File: config.mk
export PLATFORM = sky130hd
export DESIGN_NAME = control_fsm
export DESIGN_NICKNAME = d
export VERILOG_FILES = /design/src/rtl/control_pkg.sv /design/src/rtl/branch_resolve.sv /design/src/rtl/control_fsm.sv
export SDC_FILE = /design/constraint.sdc
export NUM_CORES = 1
export LEC_CHECK = 0
export CAP_MARGIN = 20
export CORE_ASPECT_RATIO = 1.5
export CORE_UTILIZATION = 40
export CTS_BUF_LIST = sky130_fd_sc_hd__clkbuf_8
export DETAILED_ROUTE_END_ITERATION = 8
export PLACE_DENSITY = 0.7
export SLEW_MARGIN = 20
export SYNTH_ARGS = -nofsm -noshare
export SYNTH_HDL_FRONTEND = slang
export SYNTH_HIERARCHICAL = 1
export SYNTH_SLANG_ARGS = --single-unit
File: constraint.sdc
create_clock -name clk -period 1.5 [get_ports clk]
set_input_delay 0.15 -clock clk [delete_from_list [all_inputs] [get_ports clk]]
set_output_delay 0.15 -clock clk [all_outputs]
set_load 0.005 [all_outputs]
File: src/rtl/control_pkg.sv
// Shared types and encodings for the accumulator-ISA control sequencer.
package control_pkg;

  typedef enum logic [2:0] {
    StIdle,
    StFetch,
    StExec,
    StMem,
    StHalt
  } state_e;

  // Branch-class opcodes: inst[INST_W-1] = 1, op = inst[INST_W-2 -: 3]
  localparam logic [2:0] OpBlt  = 3'b000;
  localparam logic [2:0] OpBgt  = 3'b001;
  localparam logic [2:0] OpBeq  = 3'b010;
  localparam logic [2:0] OpBr   = 3'b011;
  localparam logic [2:0] OpAcc  = 3'b100;
  localparam logic [2:0] OpBle  = 3'b101;
  localparam logic [2:0] OpBge  = 3'b110;
  localparam logic [2:0] OpHalt = 3'b111;

  // Register-class opcodes: inst[INST_W-1] = 0, op4 = inst[INST_W-2 -: 4]
  localparam logic [3:0] Op4Load     = 4'b0000;
  localparam logic [3:0] Op4Store    = 4'b0001;
  localparam logic [3:0] Op4AccToReg = 4'b1100;
  localparam logic [3:0] Op4RegToAcc = 4'b1101;

  // Bit positions inside the {z,c,n,v} flag register
  localparam int unsigned FlagZ = 3;
  localparam int unsigned FlagC = 2;
  localparam int unsigned FlagN = 1;
  localparam int unsigned FlagV = 0;

endpackage

File: src/rtl/branch_resolve.sv
// Combinational branch condition evaluation against the {z,c,n,v} flag register.
// CTRL_EXT_BRANCH_EN adds BLE/BGE decoding; otherwise those opcodes are never taken.
module branch_resolve
  import control_pkg::*;
(
  input  logic [2:0] op,
  input  logic [3:0] flags,
  output logic       taken
);

  logic z, n, v;
  logic unused_flags;

  assign z = flags[FlagZ];
  assign n = flags[FlagN];
  assign v = flags[FlagV];
  assign unused_flags = flags[FlagC] ^ v;

  always_comb begin
    taken = 1'b0;
    case (op)
      OpBlt: taken = n & ~z;
      OpBgt: taken = ~n & ~z;
      OpBeq: taken = z;
      OpBr:  taken = 1'b1;
`ifdef CTRL_EXT_BRANCH_EN
      OpBle: taken = n | z;
      // With overflow set the sign bit is inverted, so compare on n^v instead
      OpBge: taken = v ? ~(n ^ v) : (~n | z);
`endif
      default: taken = 1'b0;
    endcase
  end

endmodule

File: src/rtl/control_fsm.sv
// Multi-cycle fetch/execute/memory sequencer for the accumulator ISA with flags and timeout.
// Optional BLE/BGE branches are enabled by defining CTRL_EXT_BRANCH_EN.
module control_fsm
  import control_pkg::*;
#(
  parameter int unsigned INST_W      = 9,
  parameter int unsigned REG_IDX_W   = 4,
  parameter int unsigned MEM_TIMEOUT = 15
) (
  input  logic                 clk,
  input  logic                 rst_n,
  input  logic                 start,
  output logic                 inst_req,
  input  logic                 inst_vld,
  input  logic [INST_W-1:0]    inst,
  input  logic                 alu_z,
  input  logic                 alu_c,
  input  logic                 alu_n,
  input  logic                 alu_v,
  output logic                 mem_req,
  output logic                 mem_we,
  input  logic                 mem_ack,
  output logic                 reg_write_en,
  output logic [REG_IDX_W-1:0] reg_write_number,
  output logic [REG_IDX_W-1:0] reg_from_number,
  output logic                 reg_to_reg,
  output logic                 alu_en,
  output logic                 branch_en,
  output logic                 fetch_acc_en,
  output logic [INST_W-5:0]    key,
  output logic [3:0]           flags,
  output logic                 halted,
  output logic                 err
);

  localparam int unsigned KEY_W = INST_W - 4;
  localparam int unsigned CntW  = (MEM_TIMEOUT > 1) ? $clog2(MEM_TIMEOUT) : 1;
  localparam logic [CntW-1:0] TimeoutLast =
      CntW'((MEM_TIMEOUT == 0) ? 0 : MEM_TIMEOUT - 1);

  state_e                 state_q;
  logic [INST_W-1:0]      inst_q;
  logic [CntW-1:0]        cnt_q;
  logic                   inst_req_q, mem_req_q, mem_we_q;
  logic                   reg_write_en_q, reg_to_reg_q;
  logic [REG_IDX_W-1:0]   reg_write_number_q, reg_from_number_q;
  logic                   alu_en_q, branch_en_q, fetch_acc_en_q;
  logic [KEY_W-1:0]       key_q;
  logic [3:0]             flags_q;
  logic                   halted_q, err_q;

  // Decode straight from the incoming word so EXEC-cycle outputs are already registered
  logic                   in_branch_cls;
  logic [2:0]             in_op3;
  logic [3:0]             in_op4;
  logic [REG_IDX_W-1:0]   in_reg;
  logic [KEY_W-1:0]       in_key;
  logic                   in_taken;
  logic                   exec_halt;
  logic                   unused_inst;

  assign in_branch_cls = inst[INST_W-1];
  assign in_op3        = inst[INST_W-2 -: 3];
  assign in_op4        = inst[INST_W-2 -: 4];
  assign in_reg        = inst[REG_IDX_W-1:0];
  assign in_key        = inst[KEY_W-1:0];
  assign exec_halt     = inst_q[INST_W-1] && (inst_q[INST_W-2 -: 3] == OpHalt);
  assign unused_inst   = ^inst_q[KEY_W-1:0];

  branch_resolve u_branch_resolve (
    .op    (in_op3),
    .flags (flags_q),
    .taken (in_taken)
  );

  always_ff @(posedge clk or negedge rst_n) begin
    if (!rst_n) begin
      state_q            <= StIdle;
      inst_q             <= '0;
      cnt_q              <= '0;
      inst_req_q         <= 1'b0;
      mem_req_q          <= 1'b0;
      mem_we_q           <= 1'b0;
      reg_write_en_q     <= 1'b0;
      reg_to_reg_q       <= 1'b0;
      reg_write_number_q <= '0;
      reg_from_number_q  <= '0;
      alu_en_q           <= 1'b0;
      branch_en_q        <= 1'b0;
      fetch_acc_en_q     <= 1'b0;
      key_q              <= '0;
      flags_q            <= '0;
      halted_q           <= 1'b0;
      err_q              <= 1'b0;
    end else begin
      reg_write_en_q <= 1'b0;
      alu_en_q       <= 1'b0;
      branch_en_q    <= 1'b0;
      fetch_acc_en_q <= 1'b0;

      unique case (state_q)
        StIdle: begin
          if (start) begin
            state_q    <= StFetch;
            inst_req_q <= 1'b1;
          end
        end

        StFetch: begin
          if (inst_vld) begin
            state_q            <= StExec;
            inst_q             <= inst;
            inst_req_q         <= 1'b0;
            cnt_q              <= '0;
            reg_to_reg_q       <= 1'b0;
            reg_write_number_q <= '0;
            reg_from_number_q  <= '0;
            key_q              <= '0;
            if (in_branch_cls) begin
              key_q       <= in_key;
              branch_en_q <= in_taken;
              if (in_op3 == OpAcc) begin
                fetch_acc_en_q <= 1'b1;
                reg_write_en_q <= 1'b1;
              end
            end else if (in_op4 == Op4Load || in_op4 == Op4Store) begin
              mem_req_q         <= 1'b1;
              mem_we_q          <= (in_op4 == Op4Store);
              reg_from_number_q <= in_reg;
            end else if (in_op4 == Op4AccToReg) begin
              reg_write_en_q     <= 1'b1;
              reg_to_reg_q       <= 1'b1;
              reg_write_number_q <= in_reg;
            end else if (in_op4 == Op4RegToAcc) begin
              reg_write_en_q    <= 1'b1;
              reg_to_reg_q      <= 1'b1;
              reg_from_number_q <= in_reg;
            end else begin
              alu_en_q          <= 1'b1;
              reg_write_en_q    <= 1'b1;
              reg_from_number_q <= in_reg;
            end
          end
        end

        StExec: begin
          if (alu_en_q) begin
            flags_q <= {alu_z, alu_c, alu_n, alu_v};
          end
          if (exec_halt) begin
            state_q  <= StHalt;
            halted_q <= 1'b1;
            key_q    <= '0;
          end else if (mem_req_q) begin
            state_q <= StMem;
          end else begin
            state_q            <= StFetch;
            inst_req_q         <= 1'b1;
            reg_to_reg_q       <= 1'b0;
            reg_write_number_q <= '0;
            reg_from_number_q  <= '0;
            key_q              <= '0;
          end
        end

        StMem: begin
          // mem_req already dropped means this is the post-ack write-back cycle
          if (!mem_req_q) begin
            state_q            <= StFetch;
            inst_req_q         <= 1'b1;
            reg_write_number_q <= '0;
            reg_from_number_q  <= '0;
          end
        end

        StHalt: begin
          if (start) begin
            state_q    <= StFetch;
            halted_q   <= 1'b0;
            inst_req_q <= 1'b1;
          end
        end

        default: state_q <= StIdle;
      endcase

      // Handshake is live from the EXEC cycle onward, so a same-cycle ack is honoured
      if (mem_req_q) begin
        if (mem_ack) begin
          mem_req_q <= 1'b0;
          mem_we_q  <= 1'b0;
          cnt_q     <= '0;
          if (!mem_we_q) begin
            reg_write_en_q     <= 1'b1;
            reg_write_number_q <= '0;
          end
        end else if (MEM_TIMEOUT != 0) begin
          if (cnt_q == TimeoutLast) begin
            err_q             <= 1'b1;
            mem_req_q         <= 1'b0;
            mem_we_q          <= 1'b0;
            cnt_q             <= '0;
            reg_from_number_q <= '0;
            state_q           <= StHalt;
            halted_q          <= 1'b1;
          end else begin
            cnt_q <= cnt_q + CntW'(1);
          end
        end
      end
    end
  end

  assign inst_req         = inst_req_q;
  assign mem_req          = mem_req_q;
  assign mem_we           = mem_we_q;
  assign reg_write_en     = reg_write_en_q;
  assign reg_write_number = reg_write_number_q;
  assign reg_from_number  = reg_from_number_q;
  assign reg_to_reg       = reg_to_reg_q;
  assign alu_en           = alu_en_q;
  assign branch_en        = branch_en_q;
  assign fetch_acc_en     = fetch_acc_en_q;
  assign key              = key_q;
  assign flags            = flags_q;
  assign halted           = halted_q;
  assign err              = err_q;

endmodule

==> impl_metrics.tcl <==
set metrics [dict create \
    drt_iter0_markers 50 \
    finish.utilization_pct 66.3 \
    power_mw 4.12 \
    grt_pass1_vias 1597 \
    slew_headroom_pct 73.5 \
    finalCriticalPeriod_ps 1480 \
    fmax_mhz 675 \
    cts_buffer_depth 2 \
    finalCritPeriodShare_pct 98.8 \
    avgSynthCellArea_sq_um 10.5 \
    slew_viol_final 0 \
    final-instance-count-excl-fill 311 \
    ys_seq_area_share_pct 52.1 \
    fin_skew_ps 3.49 \
    routed_wl_microns 4610 \
    gp_congestion 0.858 \
    clk_pin_slew_ps 70 \
    arrival_ps 1660 \
    reg2reg_depth 5 \
    vias 1644 \
    r2r-end "inst_req" \
    multi_input_area_sq_um 915 \
    violations "design-rule violations" \
    synth-seq-cells 38 \
    start_kind "flip-flop" \
    place_inst 299 \
    hold_viol 0 \
    pre_cts_slack_ps -110 \
    drtPass1Iterations 6 \
    critPathKind "flip-flop to flip-flop" \
    ant_nets 0 \
    num_rows 29 \
    peakVddDrop_mv 0.770 \
    rrSetupSlack_ps 20 \
    largest_reg_flops 5 \
    die_width_microns 57.2 \
    power_density_mw_per_mm2 1440 \
    tightest_slew_ps 398 \
    power.internal_mw 2.87 \
    n_antenna_cell 0 \
    ys.flop_type "dfrtp_1" \
    clock_sinks 38 \
    p_clk_share_pct 21.4 \
    r2r_start "state_q[1]" \
    worstPathMaxFanout 6 \
    die_area_sq_mm 0.00485 \
    layout-drive-gt1-share_pct 29.8 \
    numCtsBuffers 5 \
    synth_warnings 6 \
    ioPinCount 45 \
    hold_slack_ps 317 \
    setup_viol 0 \
    pwr-share-comb_pct 42.4 \
    port_buffers 44 \
    async_flop_share_pct 100 \
    grt_setup_unrepaired "true" \
    grt.overflow.total 0 \
    grt_max_degree 24 \
    syn-instance-count 174 \
    required_ps 1680 \
    grt_pass1_wl_microns 7410 \
    end_kind "flip-flop" \
    nets 285 \
    viasPerCell 5.29 \
    area_delta_synth_final_pct 56.6 \
    netlist_area_sq_mm 0.00183 \
    cts_root_buf "clkbuf_8" \
    setup_tns_ps 0 \
    hold_class "input port to async pin" \
    h-tree-depth 2 \
    clk_latency_ps 290 \
    wl_per_cell_microns 14.8 \
    status "finished, violations left" \
    power_leakage_nw 1.35 \
    switching_power_mw 1.25 \
    syn_nets 194 \
    ys_types 45 \
    track_usage_pct 20.2 \
    die_h_microns 84.8 \
    antenna_found_initial 0 \
    drcViolationCount 1 \
    cap_viol_max_count 0 \
    regArea_sq_um 955 \
    cts_tree "done" \
    fin_area_sq_mm 0.00286 \
    p_sw_share_pct 30.3 \
    layout_setup_ws_ps 18.2 \
    hpwl_microns 3430 \
    fillers 345 \
    p_seq_share_pct 36.3 \
    post_dp_cell_area_sq_mm 0.00261 \
    start_util_pct 42.3 \
    synth-edff-count 0 \
    core_area_sq_mm 0.00432 \
]
## placed cells by master (no fill, tap or decap), types with 3 or more instances in the layout
cell	instances
o22ai_1	3
a32o_1	8
clkbuf_8	6
nand2_1	27
mux2i_1	6
o21ai_0	8
mux2_4	4
dfrtp_2	3
dfrtp_1	35
nor2_1	11
clkdlybuf4s50_1	43
buf_4	41
nand3_1	3
nor2b_1	3
a21oi_1	5
inv_1	7
## synth_stat cells, drive strengths merged (2+ instances only)
| library cell | instances | area (sq um) |
|---|---|---|
| and2 | 2 | 13.8 |
| inv | 7 | 26.3 |
| nand3b | 2 | 15.0 |
| a21o | 2 | 15.0 |
| a32o | 8 | 80.1 |
| nor2b | 5 | 31.3 |
| nand2b | 3 | 21.3 |
| nand4 | 2 | 12.5 |
| buf | 4 | 25.0 |
| o31ai | 2 | 15.0 |
| nand3 | 3 | 15.0 |
| mux2 | 6 | 67.6 |
| dfrtp | 38 | 951 |
| nor3b | 2 | 20.0 |
| o21ai | 10 | 53.8 |
| a21oi | 7 | 38.8 |
| ha | 2 | 25.0 |
| mux2i | 6 | 60.1 |
| nor3 | 4 | 25.0 |
| and2b | 2 | 15.0 |
| o22ai | 3 | 18.8 |
| nor2 | 11 | 41.3 |
| and3 | 2 | 12.5 |
| nand2 | 27 | 101 |
## cell type report
cell class | count | area share [%]
Clock inverter | 1 | 1.05
Sequential cell | 38 | 33.4
Multi-Input combinational cell | 124 | 32.0
Timing Repair Buffer | 89 | 27.8
Inverter | 7 | 0.918
Clock buffer | 6 | 2.89
Tap cell | 46 | 2.01
## kinds of logic (layout without fill, tap and decap cells)
logic type / Yosys count / after routing / synth area share [%]
AND/OR/NAND/NOR: 72 / 72 / 21.6
flip-flops: 38 / 38 / 52.1
AO/OA/AOI/OAI: 37 / 37 / 14.5
multiplexers: 12 / 12 / 6.99
buffers and inverters: 12 / 103 / 3.01
adder cells (fa/ha/maj): 2 / 2 / 1.37
XOR/XNOR: 1 / 1 / 0.480
## repair_timing
item,in CTS,in global routing
gates resized for setup,5,19
endpoints found under the hold margin,15,0
hold buffers,1,0
pin swaps,0,3
endpoints found under the setup margin,6,17
buffers inserted,1,3
## power groups by stage
stage               clock network [mW]  logic (mW)  registers, mW
CTS                              0.901        1.58           1.49
detailed placement                   0        1.54           1.50
floorplan                            0       0.717           1.46
finish                           0.882        1.75           1.49
global route                     0.940        1.89           1.53
global placement                     0        1.53           1.49
## how the worst max path moves through the flow
stage,end,cells after the start,slack (ps),from
after floorplan,inst_req,5,30,state_q[2]
final,inst_req,5,20,state_q[1]
after detailed placement,inst_req,5,-110,start
after global placement,inst_req,5,-90,start
after CTS,mem_we,5,1,state_q[2]
after global routing,mem_we,5,-30,state_q[2]
## metal layers
metal,global-route usage (%),share of wire [%],vias up
met1,24.5,42,801
li1,-,-,800
met3,4.62,3.5,7
met5,0,0,-
met2,34.0,53,36
met4,8.65,2.0,0
## critical path, stage by stage, from the launching register on
cell and delay [ps]:
dfrtp_2 440, buf_4 160, o21ai_0 110, o31ai_2 120, a221oi_2 190, mux2_2 350
Note: power is estimated with default switching activity, not from simulation.
